### config.mk
export PLATFORM = sky130hd
export DESIGN_NAME = cmp_unit
export DESIGN_NICKNAME = d
export VERILOG_FILES = /design/src/rtl/cmp_pkg.sv /design/src/rtl/cmp_pipe_stage.sv /design/src/rtl/cmp_unit.sv
export SDC_FILE = /design/constraint.sdc
export NUM_CORES = 1
export LEC_CHECK = 0
export ABC_CLOCK_PERIOD_IN_PS = 3100
export CAP_MARGIN = 20
export CORE_ASPECT_RATIO = 0.5
export CORE_MARGIN = 5
export CORE_UTILIZATION = 40
export DETAILED_ROUTE_END_ITERATION = 7
export MAX_ROUTING_LAYER = met4
export PLACE_DENSITY = 0.83
export RECOVER_POWER = 25
export SYNTH_ARGS = -nofsm -noshare
export SYNTH_HDL_FRONTEND = slang
export SYNTH_SLANG_ARGS = --single-unit
### constraint.sdc
create_clock -name clk -period 3.1 [get_ports clk]
set_input_delay 0.775 -clock clk [delete_from_list [all_inputs] [get_ports clk]]
set_output_delay 0.775 -clock clk [all_outputs]
set_load 0.02 [all_outputs]
### src/rtl/cmp_pkg.sv
// Shared types and helpers for the RISC-V branch/SLT compare unit.
package cmp_pkg;

    localparam int CMP_MAX_STAGES = 4;

    typedef enum logic [2:0] {
        CMP_EQ   = 3'b000,
        CMP_NE   = 3'b001,
        CMP_RSV2 = 3'b010,
        CMP_RSV3 = 3'b011,
        CMP_LT   = 3'b100,
        CMP_GE   = 3'b101,
        CMP_LTU  = 3'b110,
        CMP_GEU  = 3'b111
    } cmp_op_e;

    function automatic logic is_signed(input cmp_op_e op);
        return (op == CMP_LT) || (op == CMP_GE);
    endfunction

    function automatic logic is_reserved(input cmp_op_e op);
        return (op == CMP_RSV2) || (op == CMP_RSV3);
    endfunction

    // Maps the unsigned eq/lt pair onto the requested condition; reserved ops read as false.
    function automatic logic cmp_flag(input cmp_op_e op, input logic eq, input logic lt);
        logic f;
        case (op)
            CMP_EQ:  f = eq;
            CMP_NE:  f = ~eq;
            CMP_LT:  f = lt;
            CMP_GE:  f = ~lt;
            CMP_LTU: f = lt;
            CMP_GEU: f = ~lt;
            default: f = 1'b0;
        endcase
        return f;
    endfunction

endpackage

### src/rtl/cmp_pipe_stage.sv
// One elastic pipeline slice: a valid bit plus a W-bit payload with load enable and flush.
module cmp_pipe_stage
    import cmp_pkg::*;
#(
    parameter int W = 8
) (
    input  logic         clk,
    input  logic         rst_n,
    input  logic         flush_i,
    input  logic         load_i,
    input  logic         valid_i,
    input  logic [W-1:0] data_i,
    output logic         valid_o,
    output logic [W-1:0] data_o
);

    logic         valid_d, valid_q;
    logic [W-1:0] data_d, data_q;

    // Payload only moves on a real beat so a held or drained slice keeps its last value.
    always_comb begin
        valid_d = valid_q;
        data_d  = data_q;
        if (load_i) begin
            valid_d = valid_i;
            if (valid_i) begin
                data_d = data_i;
            end
        end
        if (flush_i) begin
            valid_d = 1'b0;
        end
    end

    always_ff @(posedge clk or negedge rst_n) begin
        if (!rst_n) begin
            valid_q <= 1'b0;
            data_q  <= '0;
        end else begin
            valid_q <= valid_d;
            data_q  <= data_d;
        end
    end

    assign valid_o = valid_q;
    assign data_o  = data_q;

endmodule

### src/rtl/cmp_unit.sv
// Pipelined branch-condition / SLT compare unit with valid/ready back-pressure,
// in-order tag sideband and synchronous flush.
module cmp_unit
    import cmp_pkg::*;
#(
    parameter int XLEN   = 32,
    parameter int STAGES = 2,
    parameter int TAG_W  = 5
) (
    input  logic             clk,
    input  logic             rst_n,
    input  logic             flush_i,
    input  logic             valid_i,
    output logic             ready_o,
    input  logic [2:0]       op_i,
    input  logic [XLEN-1:0]  a_i,
    input  logic [XLEN-1:0]  b_i,
    input  logic [TAG_W-1:0] tag_i,
    output logic             valid_o,
    input  logic             ready_i,
    output logic             flag_o,
    output logic [XLEN-1:0]  result_o,
    output logic             err_o,
    output logic [TAG_W-1:0] tag_o
);

    localparam int H   = XLEN / 2;
    localparam int PW1 = 3 + TAG_W + 4;  // {op, tag, eq_hi, lt_hi, eq_lo, lt_lo}
    localparam int PW2 = TAG_W + 2;      // {tag, flag, err}

    if ((XLEN % 2) != 0 || XLEN < 8) begin : g_chk_xlen
        $error("cmp_unit: XLEN must be even and at least 8");
    end
    if (STAGES < 1 || STAGES > CMP_MAX_STAGES) begin : g_chk_stages
        $error("cmp_unit: STAGES must be within 1..CMP_MAX_STAGES");
    end

    cmp_op_e         op_in;
    logic [XLEN-1:0] a_m, b_m;
    logic            eq_hi, lt_hi, eq_lo, lt_lo;

    // Flipping both MSBs turns a signed order into an unsigned one, so no subtractor is needed.
    always_comb begin
        op_in = cmp_op_e'(op_i);
        a_m   = a_i;
        b_m   = b_i;
        if (is_signed(op_in)) begin
            a_m[XLEN-1] = ~a_i[XLEN-1];
            b_m[XLEN-1] = ~b_i[XLEN-1];
        end
        eq_hi = (a_m[XLEN-1:H] == b_m[XLEN-1:H]);
        lt_hi = (a_m[XLEN-1:H] <  b_m[XLEN-1:H]);
        eq_lo = (a_m[H-1:0] == b_m[H-1:0]);
        lt_lo = (a_m[H-1:0] <  b_m[H-1:0]);
    end

    logic [STAGES-1:0] vld;
    logic [STAGES-1:0] adv;
    logic              adv_c;

    // A slice may load when it is empty or the slice after it is advancing too.
    always_comb begin
        adv_c           = ~vld[STAGES-1] | ready_i;
        adv             = '0;
        adv[STAGES-1]   = adv_c;
        for (int k = STAGES - 2; k >= 0; k--) begin
            adv_c  = ~vld[k] | adv_c;
            adv[k] = adv_c;
        end
    end

    logic [PW2-1:0] tail_pl;

    if (STAGES == 1) begin : g_one
        logic           eq_full, lt_full;
        logic [PW2-1:0] pl_d;

        always_comb begin
            eq_full = eq_hi & eq_lo;
            lt_full = lt_hi | (eq_hi & lt_lo);
            pl_d    = {tag_i, cmp_flag(op_in, eq_full, lt_full), is_reserved(op_in)};
        end

        cmp_pipe_stage #(.W(PW2)) u_st0 (
            .clk     (clk),
            .rst_n   (rst_n),
            .flush_i (flush_i),
            .load_i  (adv[0]),
            .valid_i (valid_i),
            .data_i  (pl_d),
            .valid_o (vld[0]),
            .data_o  (tail_pl)
        );
    end else begin : g_multi
        logic [PW1-1:0]   p1_d, p1_q;
        logic [PW2-1:0]   p2_d;
        logic [PW2-1:0]   pl_q [1:STAGES-1];
        cmp_op_e          op_p1;
        logic [TAG_W-1:0] tag_p1;
        logic             eq_p1, lt_p1;

        assign p1_d = {op_i, tag_i, eq_hi, lt_hi, eq_lo, lt_lo};

        cmp_pipe_stage #(.W(PW1)) u_st0 (
            .clk     (clk),
            .rst_n   (rst_n),
            .flush_i (flush_i),
            .load_i  (adv[0]),
            .valid_i (valid_i),
            .data_i  (p1_d),
            .valid_o (vld[0]),
            .data_o  (p1_q)
        );

        // Second stage folds the half-word results into one eq/lt pair and decodes the condition.
        always_comb begin
            op_p1  = cmp_op_e'(p1_q[PW1-1 -: 3]);
            tag_p1 = p1_q[4 +: TAG_W];
            eq_p1  = p1_q[3] & p1_q[1];
            lt_p1  = p1_q[2] | (p1_q[3] & p1_q[0]);
            p2_d   = {tag_p1, cmp_flag(op_p1, eq_p1, lt_p1), is_reserved(op_p1)};
        end

        for (genvar k = 1; k < STAGES; k++) begin : g_st
            logic [PW2-1:0] din;

            if (k == 1) begin : g_first
                assign din = p2_d;
            end else begin : g_delay
                assign din = pl_q[k-1];
            end

            cmp_pipe_stage #(.W(PW2)) u_st (
                .clk     (clk),
                .rst_n   (rst_n),
                .flush_i (flush_i),
                .load_i  (adv[k]),
                .valid_i (vld[k-1]),
                .data_i  (din),
                .valid_o (vld[k]),
                .data_o  (pl_q[k])
            );
        end

        assign tail_pl = pl_q[STAGES-1];
    end

    assign ready_o  = adv[0];
    assign valid_o  = vld[STAGES-1];
    assign tag_o    = tail_pl[PW2-1 -: TAG_W];
    assign flag_o   = tail_pl[1];
    assign err_o    = tail_pl[0];
    assign result_o = {{(XLEN-1){1'b0}}, tail_pl[1]};

endmodule

== After elaboration in Yosys (flattened, before gate mapping) ==
Cells that the tools add are included.

* Divide/modulo/power cells: 0
* Mux-type cells: 7
* Multipliers: 0
* Shifts and indexed selects: 0
* Add/sub/neg operators: 0
* Bitwise operators: 11
* Magnitude comparators: 2
* Reduce and logical (&&, ||, !) cells: 9
* Eq/ne operators: 11

{| class="wikitable"
|+ Operators by type and width
! cell !! number
|-
| $eq 16x16->1 || 2
|-
| $lt 16x16->1 || 2
|-
| $eq 3x3->1 const B || 6
|-
| $eq 3x2->1 const B || 2
|-
| $mux 1 || 6
|-
| $not 1->1 || 6
|-
| $pmux 1 s4 || 1
|-
| $reduce_and 2->1 || 2
|-
| $reduce_bool 2->1 || 2
|-
| $reduce_or 2->1 || 2
|-
| $eq 3x1->1 const B || 1
|-
| $logic_not 3->1 || 1
|-
| $or 1x1->1 || 3
|-
| $and 1x1->1 || 2
|-
| $logic_or 1x1->1 || 2
|}

* Bits of input ports: 77
* Memories: 0
* Logic and storage cells: 44
* Bits in registers: 21
* Latch bits: 0
* ROM bits: 0
* RAM bits: 0

== Logic depth before layout (Yosys ltp) ==
* Depth after elaboration: 5
* Depth in mapped cells: 7
* Depth with buffers taken out: 7

== Modules after synthesis ==
Synthesis repeated with hierarchy kept, for this count alone.

* Cell total of the unflattened synthesis: 201
* Area, all modules: 1,966.9 µm²

{| class="wikitable"
|+ By module, submodules not included
! module !! cells an instance !! times used !! area each (µm²)
|-
| cmp_unit || 154 || 1 || 1,116.1
|-
| cmp_pipe_stage at g_multi.u_st0 || 29 || 1 || 523.0
|-
| cmp_pipe_stage at g_multi.g_st[1].u_st || 18 || 1 || 327.8
|}

== Least setup slack after synthesis ==
Ideal clock, no wire load.

* Kind: input to register
* From: in b_i[17]
* To: reg g_multi.u_st0.data_q[2], in the netlist g_multi.u_st0.data_o[2]
* Stages: 7
* Path buffers: 0
* Data arrival time: 1,841 ps
* Path slack: 1,192 ps
* Data required time: 3,033 ps
* Library setup time: 67 ps
* Cell sequence: inv_1 > ha_1 > nor2b_1 > o211ai_1 > a21oi_1 > o311ai_1 > a32o_1

* Cells in the longest elaborated chain, start to end: 1

{| class="wikitable"
|+ Ends and longest elaborated chain
! item !! RTL line !! source
|-
| start: declaration || cmp_unit.sv:17 || <nowiki>input logic [XLEN-1:0] b_i,</nowiki>
|-
| $lt 16x16->1 || cmp_unit.sv:52 || <nowiki>lt_hi = (a_m[XLEN-1:H] < b_m[XLEN-1:H]);</nowiki>
|-
| end signal: assignment || cmp_pipe_stage.sv:41 || <nowiki>data_q <= data_d;</nowiki>
|-
| end: declaration || cmp_pipe_stage.sv:18 || <nowiki>logic [W-1:0] data_d, data_q;</nowiki>
|}

Every way passes these cells.
A chain may end at the register's enable or synchronous reset.

== Worst setup path in the final report ==
* From: in ready_i
* To: out ready_o

* Cells in the longest elaborated chain, start to end: 2

{| class="wikitable"
|+ Ends and longest elaborated chain
! item !! RTL line !! source
|-
| start: declaration || cmp_unit.sv:20 || <nowiki>input logic ready_i,</nowiki>
|-
| $or 1x1->1 || cmp_unit.sv:63 || <nowiki>adv_c = ~vld[STAGES-1] | ready_i;</nowiki>
|-
| $or 1x1->1 || cmp_unit.sv:67 || <nowiki>adv_c = ~vld[k] | adv_c;</nowiki>
|-
| end: declaration || cmp_unit.sv:14 || <nowiki>output logic ready_o,</nowiki>
|}

Every way passes these cells.

==> metrics.txt <==
status=finished, final reports clean; number of diodes=0; WP data required=2.32 ns; TritonCTS Buffers=3; Post-synth top flop=dfrtp_1; VDD IR max=roughly 0.19 mV; detailed-route via count=roughly 1600; Nets=402; reg-to-reg slack, setup=between 1.5 and 2 ns; FF-to-FF End=g_multi.u_st0.data_o[2]; # setup viols final=0; largest net degree at the start of global routing=22; Leak Pwr=around 1.4 nW; DIE AREA=between 6000 and 7000 sq um; post-synth cell types=36; Worst Hold End=g_multi.u_st0.data_o[1]; Pre-antenna DRT Iters=4; Worst Hold Slack=around 0.49 ns; Yosys reg bits=21; DP HPWL=4010 microns; syn avg cell area=~9.2 sq um; simple logic cell fraction of the synthesized area=13.1%; CTS Buffer Depth=2; # DRC=0; total wire length=between 4000 and 5000 microns; synthesized-area fraction occupied by adder cells=roughly a fifth; share of cells above drive strength 1=under 10%; WS Path Type=input port to primary output; Clk Latency, worst-skew pair=0.26 ns; Core ar.=~4500 sq um; # Max-Cap Violations=0; drt first-iter violations=32; pwr/cell area=roughly 310 nW/um^2; Avg Vias per Cell=4.50; Hold Path Class=flop to flop; crit path DAT=roughly 2.1 ns; reg2reg start=g_multi.g_st[1].u_st.valid_o; post-cts gate resize count=0; max_slew headroom=roughly two fifths; Synth Area in XOR/XNOR=between 1 and 1.5%; placer's final routability congestion estimate=roughly 0.74; Setup TNS=0 ns; num ports=around 120; Fmax=about 340 MHz; min-delay src=g_multi.u_st0.data_o[1]; CTS Sinks=21; hold depth=2; Critical Path End Type=primary output; Critical Path Start Type=input port; filler cell count in the final layout=slightly below 400; crit-path max FO=4; RSZ-0062 raised after global routing=false; Synth async-reset ratio=100%; port buffer count=86; min cycle time layout=2.92 ns; largest family of logic cells by synthesized area=adder cells; fin crit share=between 90 and 100%; routed length per placed instance=roughly 12 microns; vias in the first global route=between 1500 and 2000; antenna violations before repair=0; Detail Route Antenna Nets=0; H-tree depth=1; Root Driver=clkbuf_8; hold_buf cts=0; fin. max-slew vios=0; worst reg2reg path depth=5; EDFF count, synth=0; post-synthesis instance area=between 1500 and 2000 sq um; P&R area growth vs syn=44.3%; clk slew on worst S/H paths=about 0.07 ns; GRT Total Usage=between 10 and 15%; mux cell area share after synthesis=7.66%; row count=17; CTS tree=yes; Final Hold Viols=0; compound-gate portion of the synthesized area=10.3%; Die H=approximately 59 microns; Starting Density=a little over two fifths; Cells after Synth=207; worst slew pin tran=between 0.9 and 1 ns; sequential-to-total area share from yosys stat=27.5%; clk_skew=roughly 0.0037 ns; GRT overflow=0; Die X=108 microns; postcts setup bufs=0; first-pass GRT wire length=between 6000 and 7000 microns; Synth Warn #=0
critical path: stages:
cell,delay [ns]
dlygate4sd3_1,0.59
nor2b_4,0.16
nand2_2,0.07
clkdlybuf4s50_1,0.54
cell usage in the layout, fill, tap and decap left out, types with 3 or more instances in the layout:
| master | instances |
|---|---|
| clkbuf_8 | 3 |
| conb_1 | 31 |
| nor2b_1 | 4 |
| a21o_1 | 3 |
| ha_1 | 31 |
| nor2_1 | 5 |
| inv_1 | 31 |
| and4_1 | 3 |
| nand2b_1 | 3 |
| dfrtp_1 | 21 |
| o21ai_0 | 5 |
| clkdlybuf4s50_1 | 84 |
| nand4_1 | 3 |
| a21oi_1 | 10 |
| mux2_2 | 13 |
| nor3_1 | 3 |
| nand2_1 | 13 |
cells by family (layout without fill, tap and decap cells):
logic type | after synthesis | in the layout
simple gates | 45 | 45
other cells | 1 | 31
fa+ha+maj | 31 | 31
buf+inv | 65 | 121
mux | 13 | 13
compound gates | 28 | 28
xor+xnor | 3 | 3
flops | 21 | 21
final cells by class:
class | instances | area (sq um) | share of cell area, %
clock buffers | 3 | 41.3 | 1.50
repair buffers | 86 | 861 | 31.2
clock inverters | 1 | 5.00 | 0.182
well taps | 66 | 82.6 | 3.00
inverters | 31 | 116 | 4.22
multi-input cells | 151 | 1120 | 40.8
flip-flops and latches | 21 | 526 | 19.1
where the power goes:
part           leakage, nW  switching (W)  internal, W
clock               0.0255      0.0000824    0.0000894
combinational         1.07       0.000161     0.000197
sequential           0.256      0.0000209     0.000310
total                 1.35       0.000264     0.000596
metal layers:
metal / track usage, % / vias to the layer above / part of all wire [%]
met5: - / - / 0
met4: 2.52 / 0 / 0.78
met3: 2.30 / 4 / 5.8
met2: 26.9 / 53 / 55
met1: 15.2 / 751 / 39
li1: - / 807 / -
registers in the layout (all words and copies together) (netlist names):
name	flops
g_multi.g_st.u_st.data_o	7
g_multi.g_st.u_st.valid_o	1
g_multi.u_st0.data_o	12
g_multi.u_st0.valid_o	1
synth_stat cells, types with 2 or more instances:
| library cell | n | share of area [%] |
|---|---|---|
| mux2_2 | 13 | 7.7 |
| nand3_1 | 2 | 0.52 |
| buf_4 | 32 | 13 |
| dfrtp_1 | 21 | 28 |
| inv_1 | 31 | 6.1 |
| o41ai_2 | 2 | 1.7 |
| nand2_1 | 13 | 2.6 |
| nor3_1 | 3 | 0.79 |
| and2_1 | 2 | 0.65 |
| and4_1 | 3 | 1.4 |
| nand2_2 | 2 | 0.65 |
| nor2_1 | 5 | 0.98 |
| a21oi_1 | 10 | 2.6 |
| o21ai_0 | 5 | 1.3 |
| nand2b_1 | 3 | 0.98 |
| a21o_1 | 3 | 1.2 |
| xnor2_1 | 2 | 0.92 |
| a221o_1 | 2 | 1.0 |
| nor2b_1 | 4 | 1.3 |
| ha_1 | 31 | 20 |
| nand4_1 | 3 | 0.98 |
how the worst max path moves through the flow:
stage	endpoint	cells past startpoint	from
2_1_floorplan	g_multi.u_st0.data_o[2]	7	b_i[17]
3_3_place_gp	ready_o	4	ready_i
3_5_place_dp	ready_o	4	ready_i
4_1_cts	ready_o	4	ready_i
5_1_grt	ready_o	4	ready_i
6_report	ready_o	4	ready_i
metrics by stage:
stage / total power (W) / util (%) / instances / instance area [sq um] / setup WS (ns)
floorplan: 0.000549 / - / 237 / 2020 / 1.19
global placement: 0.000681 / 60.1 / 355 / 2710 / 0.320
detailed placement: 0.000695 / 60.1 / 355 / 2710 / 0.280
CTS: 0.000869 / 61.1 / 359 / 2760 / 0.274
global route: 0.000917 / 61.1 / 359 / 2760 / 0.139
finish: 0.000860 / 61.1 / 359 / 2760 / 0.185
Power figures use the tool's default switching activity.
